File: config.mk
export PLATFORM = sky130hd
export DESIGN_NAME = smc777_vid_fetch
export DESIGN_NICKNAME = d
export VERILOG_FILES = /design/src/rtl/smc777_vid_pkg.sv /design/src/rtl/smc777_pix_shifter.sv /design/src/rtl/smc777_vid_fetch.sv
export SDC_FILE = /design/constraint.sdc
export NUM_CORES = 1
export LEC_CHECK = 0
export CAP_MARGIN = 40
export CELL_PAD_IN_SITES_DETAIL_PLACEMENT = 2
export CELL_PAD_IN_SITES_GLOBAL_PLACEMENT = 2
export CORE_MARGIN = 1.5
export CORE_UTILIZATION = 42
export CTS_BUF_LIST = sky130_fd_sc_hd__clkbuf_16
export CTS_CLUSTER_DIAMETER = 120
export DETAILED_ROUTE_END_ITERATION = 8
export DONT_BUFFER_PORTS = 1
export GPL_TIMING_DRIVEN = 0
export PLACE_DENSITY_LB_ADDON = 0.1
export REMOVE_ABC_BUFFERS = 1
export SYNTH_ARGS = -nofsm -noshare
export SYNTH_HDL_FRONTEND = slang
export SYNTH_SLANG_ARGS = --single-unit
File: constraint.sdc
create_clock -name clk -period 2.9 [get_ports clk]
set_input_delay 0.145 -clock clk [delete_from_list [all_inputs] [get_ports clk]]
set_output_delay 0.145 -clock clk [all_outputs]
set_load 0.01 [all_outputs]
File: src/rtl/smc777_vid_pkg.sv
// smc777_vid_pkg: shared definitions for the SMC-777 character video fetch.
//   - attribute byte bit positions (fg/bg colour index, reverse, blink)
//   - fetch FSM state encoding
//   - per-cell sampled CRTC control struct
//   - GRB index -> R3G3B2 colour expansion
package smc777_vid_pkg;

  // Attribute byte layout
  localparam int A_FG    = 0;  // [2:0] foreground GRB index
  localparam int A_BG    = 3;  // [5:3] background GRB index
  localparam int A_REV   = 6;  // reverse video
  localparam int A_BLINK = 7;  // blink enable

  typedef enum logic [2:0] {
    ST_IDLE,
    ST_CODE,
    ST_ATTR,
    ST_FONT,
    ST_LATCH
  } fetch_st_t;

  // CRTC control sampled at the start of a cell
  typedef struct packed {
    logic       de;
    logic       cursor;
    logic       hs;
    logic       vs;
    logic [4:0] ra;
  } cell_ctl_t;

  // GRB index -> R3G3B2: each set bit fills its whole field
  function automatic logic [7:0] grb_expand(input logic [2:0] grb);
    return {{3{grb[1]}}, {3{grb[2]}}, {2{grb[0]}}};
  endfunction

endpackage

File: src/rtl/smc777_pix_shifter.sv
// smc777_pix_shifter: per-cell pixel shifter and colour generator.
// Ports:
//   clk, reset      clock, async active-high reset
//   ce_pix          pixel enable, shifts the pattern left (MSB first)
//   load            cell boundary: load pattern/attr/cursor for the new cell
//   pat, attr       fetched font row and attribute byte for the new cell
//   cursor          cursor flag for the new cell
//   blink           current blink phase
//   de              delayed display enable; blanks video when low
//   video           R3G3B2 pixel colour
module smc777_pix_shifter
  import smc777_vid_pkg::*;
(
  input  logic       clk,
  input  logic       reset,
  input  logic       ce_pix,
  input  logic       load,
  input  logic [7:0] pat,
  input  logic [7:0] attr,
  input  logic       cursor,
  input  logic       blink,
  input  logic       de,
  output logic [7:0] video
);

  logic [7:0] shift;
  logic [7:0] cur_attr;
  logic       cur_cursor;
  logic       pix;
  logic [2:0] idx;

  // load only ever coincides with ce_pix, so it takes priority over the shift
  always_ff @(posedge clk or posedge reset) begin
    if (reset) begin
      shift      <= '0;
      cur_attr   <= '0;
      cur_cursor <= 1'b0;
    end else if (load) begin
      shift      <= pat;
      cur_attr   <= attr;
      cur_cursor <= cursor;
    end else if (ce_pix) begin
      shift <= {shift[6:0], 1'b0};
    end
  end

  // Blink blanks the glyph first; reverse and cursor still invert the result
  always_comb begin
    pix   = shift[7] & ~(cur_attr[A_BLINK] & blink);
    pix   = pix ^ cur_attr[A_REV] ^ cur_cursor;
    idx   = pix ? cur_attr[A_FG +: 3] : cur_attr[A_BG +: 3];
    video = de ? grb_expand(idx) : 8'h00;
  end

endmodule

File: src/rtl/smc777_vid_fetch.sv
// smc777_vid_fetch: character-mode VRAM/font fetch and pixel output.
// Paces the CRTC with crtc_ce (one pulse per 8 ce_pix), fetches code and
// attribute from VRAM at the sampled CRTC address, looks up the font row and
// hands the result to the pixel shifter at the next cell boundary. DE/HS/VS
// carry the same one-cell delay as the pixels.
// Ports:
//   clk, reset                       clock, async active-high reset
//   ce_pix                           pixel clock enable
//   crtc_ce                          CRTC character clock enable (registered)
//   crtc_ma/ra/de/cursor/hsync/vsync CRTC outputs
//   vram_addr, vram_rd, vram_q       VRAM port, 1-clk read latency
//   font_addr, font_q                font ROM port, 1-clk read latency
//   video                            R3G3B2 pixel colour
//   de_out, hs_out, vs_out           timing delayed by one cell
module smc777_vid_fetch
  import smc777_vid_pkg::*;
#(
  parameter int MA_W      = 11,
  parameter int BLINK_BIT = 4
) (
  input  logic            clk,
  input  logic            reset,
  input  logic            ce_pix,
  output logic            crtc_ce,
  input  logic [MA_W-1:0] crtc_ma,
  input  logic [4:0]      crtc_ra,
  input  logic            crtc_de,
  input  logic            crtc_cursor,
  input  logic            crtc_hsync,
  input  logic            crtc_vsync,
  output logic [MA_W:0]   vram_addr,
  output logic            vram_rd,
  input  logic [7:0]      vram_q,
  output logic [10:0]     font_addr,
  input  logic [7:0]      font_q,
  output logic [7:0]      video,
  output logic            de_out,
  output logic            hs_out,
  output logic            vs_out
);

  localparam int FW = BLINK_BIT + 1;

  logic [2:0]      pc;
  logic            boundary;
  fetch_st_t       state;
  logic [MA_W-1:0] ma_r;
  cell_ctl_t       ctl;
  logic [7:0]      next_pat;
  logic [7:0]      next_attr;
  logic            next_cursor;
  logic            vs_d;
  logic [FW-1:0]   frame_cnt;

  assign boundary = ce_pix && (pc == 3'd7);

  always_ff @(posedge clk or posedge reset) begin
    if (reset) begin
      pc          <= '0;
      crtc_ce     <= 1'b0;
      state       <= ST_IDLE;
      ma_r        <= '0;
      ctl         <= '0;
      vram_addr   <= '0;
      vram_rd     <= 1'b0;
      font_addr   <= '0;
      next_pat    <= '0;
      next_attr   <= '0;
      next_cursor <= 1'b0;
      de_out      <= 1'b0;
      hs_out      <= 1'b0;
      vs_out      <= 1'b0;
    end else begin
      crtc_ce <= boundary;
      if (ce_pix) pc <= pc + 3'd1;
      // Timing captured at the previous cell start lines up with its pixels
      if (boundary) begin
        de_out <= ctl.de;
        hs_out <= ctl.hs;
        vs_out <= ctl.vs;
      end
      // Outputs are registered on entry, so they hold for the named state
      case (state)
        ST_IDLE: if (boundary) begin
          state     <= ST_CODE;
          ma_r      <= crtc_ma;
          ctl       <= '{de: crtc_de, cursor: crtc_cursor, hs: crtc_hsync,
                         vs: crtc_vsync, ra: crtc_ra};
          vram_addr <= {crtc_ma, 1'b0};
          vram_rd   <= crtc_de;
        end
        ST_CODE: begin
          state     <= ST_ATTR;
          vram_addr <= {ma_r, 1'b1};
        end
        ST_ATTR: begin
          // vram_q carries the code byte here
          state     <= ST_FONT;
          vram_rd   <= 1'b0;
          font_addr <= {vram_q, ctl.ra[2:0]};
        end
        ST_FONT: begin
          state     <= ST_LATCH;
          next_attr <= vram_q;
        end
        ST_LATCH: begin
          // Rows 8..31 of a cell are blank; so is anything outside display
          state       <= ST_IDLE;
          next_pat    <= (ctl.de && ctl.ra[4:3] == 2'b00) ? font_q : 8'h00;
          next_cursor <= ctl.cursor;
          if (!ctl.de) next_attr <= '0;
        end
        default: state <= ST_IDLE;
      endcase
    end
  end

  // Frame counter on vsync rising edge; one bit of it is the blink phase
  always_ff @(posedge clk or posedge reset) begin
    if (reset) begin
      vs_d      <= 1'b0;
      frame_cnt <= '0;
    end else begin
      vs_d <= crtc_vsync;
      if (crtc_vsync && !vs_d) frame_cnt <= frame_cnt + FW'(1);
    end
  end

  smc777_pix_shifter u_shifter (
    .clk    (clk),
    .reset  (reset),
    .ce_pix (ce_pix),
    .load   (boundary),
    .pat    (next_pat),
    .attr   (next_attr),
    .cursor (next_cursor),
    .blink  (frame_cnt[BLINK_BIT]),
    .de     (de_out),
    .video  (video)
  );

endmodule
==> results by stage <==
Status:
- The flow ran to the end, and the final reports show no timing, DRC or antenna violations.

Setup path:
- The required time at the worst-slack endpoint is 3120 ps.
- The most frequent cell on the critical path is sky130_fd_sc_hd__ha_1.
- The startpoint kind of the worst setup timing path is a register.
- On the critical path, the stage with the largest delay is an instance of sky130_fd_sc_hd__ha_1.
- The worst setup path is captured at a register.
- On the critical path the largest part of the delay comes from simple AND/OR/NAND/NOR gates.
- Data on the critical path arrives at its endpoint at 2470 ps.
- Walking the worst path, the cells encountered are ha_1 -> ha_1 -> and4bb_4 -> and2_4 -> mux2_2.
- The largest fanout on the critical path is 21.
- The total buffers and inverters traversed by the critical path is 0.
- The type of the worst setup path is reg -> reg.
- The critical path's largest stage delay is 520 ps.

Hold path:
- In this run the worst hold path is classified as in -> reg.

Yosys:
- The area share of fa/ha/maj cells after synthesis is 0.00982.
- The commonest cells after synthesis are 94 x sky130_fd_sc_hd__dfrtp_1, 45 x sky130_fd_sc_hd__mux2_2, 24 x sky130_fd_sc_hd__nand2_1, 11 x sky130_fd_sc_hd__a221o_1, 11 x sky130_fd_sc_hd__and2_1.
- After synthesis, the share of flip-flops with an asynchronous set or reset is 1.00.
- Among all flip-flop cells after synthesis, the most frequent one is sky130_fd_sc_hd__dfrtp_1.
- The area fraction in and, or, nand and nor cells after synthesis is 0.0867.
- The number of warnings reported in the yosys synthesis log is 0.
- Of the synthesized area, sequential elements account for 0.615.
- The number of instances in the synthesized netlist is 281.
- The synthesized area per cell is 13.6 um2.
- The count of flip-flops with a built-in enable after synthesis is 0.
- The area share of the leading cell type in the synthesized netlist is 0.615.
- Synthesis instantiated 36 different standard cells from the library.
- The synthesized area is 0.00382 mm2.
- The biggest area contributor in the post-synthesis netlist is sky130_fd_sc_hd__dfrtp_1.
- The post-synthesis compound-gate area fraction is 0.0785.
- The portion of synthesized area spent on multiplexers is 0.162.
- The most common cell in the synthesized netlist is sky130_fd_sc_hd__dfrtp_1.
- By area the synthesized netlist is led by sky130_fd_sc_hd__dfrtp_1 62%, sky130_fd_sc_hd__mux2_2 13%, sky130_fd_sc_hd__a221o_1 2.9%.
- Of the total synthesized cell area, the portion taken by XOR and XNOR cells is 0.0160.
- The synthesized design contains 94 register bits.
- The dominant combinational cell family by area after synthesis is multiplexers.

STA:
- The measured slew at the worst slew-check pin is 731 ps.
- The setup-violating endpoint count in the final report is 0.
- The fmax is 443 MHz.
- Setup repair after global routing left no endpoint under its margin.
- The hold violation count in the final report is 0.
- In this run the tightest slew margin relative to its limit is 0.499.
- The minimum hold slack is 182 ps.
- The final worst-path cycle share is 0.778.
- The aggregate negative setup slack is 0 ps.
- Across the routed clock network, the largest skew measured is 5.19 ps.
- The clock period could shrink to 2260 ps.
- The number of slew-limit violations in the final report was 0.

Power and ir drop:
- Total power for the finished layout comes to 0.00485 W.
- In this run the power density over the cells is 1060 mW/mm2.
- In this run the static leakage power is 2.01 nW.
- Across the VDD grid, the largest voltage drop is 0.544 mV.

CTS:
- The count of buffers added by post-CTS timing repair for setup is 0.
- The root cell of the clock tree is sky130_fd_sc_hd__clkbuf_16.
- In this run, CTS created clock tree buffers numbering 9.
- Clock-pin slew was measured on the worst setup and hold paths at 60 ps.
- The total clock sinks is 94.
- TritonCTS built the clock tree.
- The buffer depth of the longest clock path is 2.
- The H-tree generated during clock tree synthesis spans 3 levels.
- The clock latency reported for the late side of the worst-skew pair is 330 ps.

Die:
- The core region is 0.00876 mm2.
- During I/O placement, the number of pins put on the boundary was 75.
- The cell row count is 34.
- The die outline area is 0.00969 mm2.
- The die span in y is 98.4 um.
- The initial utilization of the core area, before any placement, comes to 0.436.
- The die is 98.4 um wide.

Placed design:
- The final weighted congestion in routability-driven placement is 0.638.
- After detailed placement, the total cell area comes to 0.00391 mm2.
- The number of cells in the design after placement is 376.
- Once detailed placement completed, the half-perimeter wirelength came to 5300 um.
- The number of buffers added on ports is 0.

Detailed routing:
- In the routed layout, each cell is associated on average with a via count of 5.40.
- The routed layout has 2320 vias.
- After the first detailed-routing iteration, the DRC count stood at 64.
- The routed length per instance is 19.2 um.
- The final routed DRC violation total is 0.
- The antenna violation net count after detailed routing is 0.
- The length of the first detailed-routing pass in iterations is 4.
- The final wirelength is 8270 um.

GRT:
- In the global route stage, overall resource usage came out at 0.185.
- The number of antenna violations at the first check in global routing came to 0.
- The largest net degree at the start of global routing is 54.
- Global routing finished with a remaining overflow of 0.
- The first global-routing pass estimated 13800 um of wire.
- The number of global-route vias before repair is 2606.

Finish:
- The layout has 822 filler cells.
- After routing the design area is 0.00458 mm2.
- 0 antenna diodes ended up in the layout.
- The area overhead of the layout relative to synthesis is 19.7%.
- The non-filler instance count after layout is 430.
- In the final layout, the share of cells above drive strength 1 is 0.220.
- The total number of nets in the final design is 359.

Flow run:
- Max-cap violations in this run came to 0.
cells in the final DEF (no fill, tap or decap), types with 2 or more instances in the layout:
cell | synthesis | layout
sky130_fd_sc_hd__a22o_1 | 8 | 8
sky130_fd_sc_hd__clkbuf_16 | 0 | 9
sky130_fd_sc_hd__nor2_1 | 7 | 7
sky130_fd_sc_hd__and2_1 | 11 | 11
sky130_fd_sc_hd__clkinv_2 | 0 | 2
sky130_fd_sc_hd__ha_1 | 3 | 3
sky130_fd_sc_hd__mux2i_1 | 10 | 10
sky130_fd_sc_hd__buf_4 | 7 | 2
sky130_fd_sc_hd__nand2_1 | 24 | 24
sky130_fd_sc_hd__xor2_1 | 2 | 2
sky130_fd_sc_hd__a221o_1 | 11 | 11
sky130_fd_sc_hd__nand4_1 | 2 | 2
sky130_fd_sc_hd__xnor2_1 | 5 | 5
sky130_fd_sc_hd__inv_1 | 4 | 6
sky130_fd_sc_hd__a21oi_1 | 9 | 9
sky130_fd_sc_hd__nand3_1 | 2 | 2
sky130_fd_sc_hd__mux2_2 | 45 | 45
sky130_fd_sc_hd__dlygate4sd3_1 | 0 | 38
sky130_fd_sc_hd__o21ai_0 | 10 | 10
sky130_fd_sc_hd__dfrtp_1 | 94 | 94
sky130_fd_sc_hd__nor3b_2 | 2 | 2
area by class of cell:
type | instances | area [um2] | area share
Sequential cell | 94 | 2350 | 0.514
Multi-Input combinational cell | 165 | 1350 | 0.295
Timing Repair Buffer | 42 | 434 | 0.0949
Clock buffer | 9 | 225 | 0.0492
Tap cell | 108 | 135 | 0.0295
Clock inverter | 7 | 58.8 | 0.0129
Inverter | 5 | 21.3 | 0.00465
worst paths after layout:
path / start / end / slack, ps / depth (start not counted)
max: pc[0] / ctl[7] / 640 / 5
min: crtc_vsync / frame_cnt[2] / 180 / 3
max reg2reg: pc[0] / ctl[7] / 640 / 5
min reg2reg: frame_cnt[4] / frame_cnt[4] / 480 / 1
max in group asynchronous: reset / u_shifter.shift[5] / 1890 / 3
min in group asynchronous: reset / font_addr[8] / 360 / 2
stage by stage:
step                setup WS (ps)   util
finish                        645  0.522
CTS                           591  0.522
global placement             -783  0.440
global route                  486  0.522
floorplan                     306      -
detailed placement            607  0.446
cell families (layout without fill, tap and decap cells):
family                   count (synthesis)  after routing
XOR/XNOR                                 7              7
multiplexers                            56             56
AO/OA/AOI/OAI                           41             41
buffers and inverters                   22             63
adder cells (fa/ha/maj)                  3              3
AND/OR/NAND/NOR                         58             58
flip-flops                              94             94
layer usage:
layer	share of wire	global-route usage
met5	0	0
met4	0.015	0.0748
met3	0.040	0.0433
met2	0.52	0.315
met1	0.43	0.229
worst min-delay path: stages:
cell,delay [ps]
sky130_fd_sc_hd__nor2b_1,170
sky130_fd_sc_hd__nand2_1,100
sky130_fd_sc_hd__xnor2_1,60
sequential cells by signal, summed over array words and instances, names as in the netlist:
register and cells:
vs_d 1, font_addr 11, crtc_ce 1, state 3, u_shifter.cur_cursor 1, next_pat 8, u_shifter.cur_attr 8, ctl 9
next_cursor 1, de_out 1, vs_out 1, ma_r 11, pc 3, next_attr 8, vram_addr 12, frame_cnt 5
hs_out 1, u_shifter.shift 8, vram_rd 1
power by group:
group	switching (W)	total, W	internal, W	leakage [nW]
combinational	0.000628	0.00135	0.000725	0.703
clock	0.000474	0.00113	0.000656	0.149
sequential	0.000475	0.00237	0.00189	1.16
total	0.00158	0.00485	0.00327	2.01
repair_timing:
item | 4_1_cts | 5_1_grt
hold buffers | 38 | 0
endpoints found under the hold margin | 108 | 0
gates resized for setup | 0 | 0
Note: power is estimated with default switching activity, not from simulation.
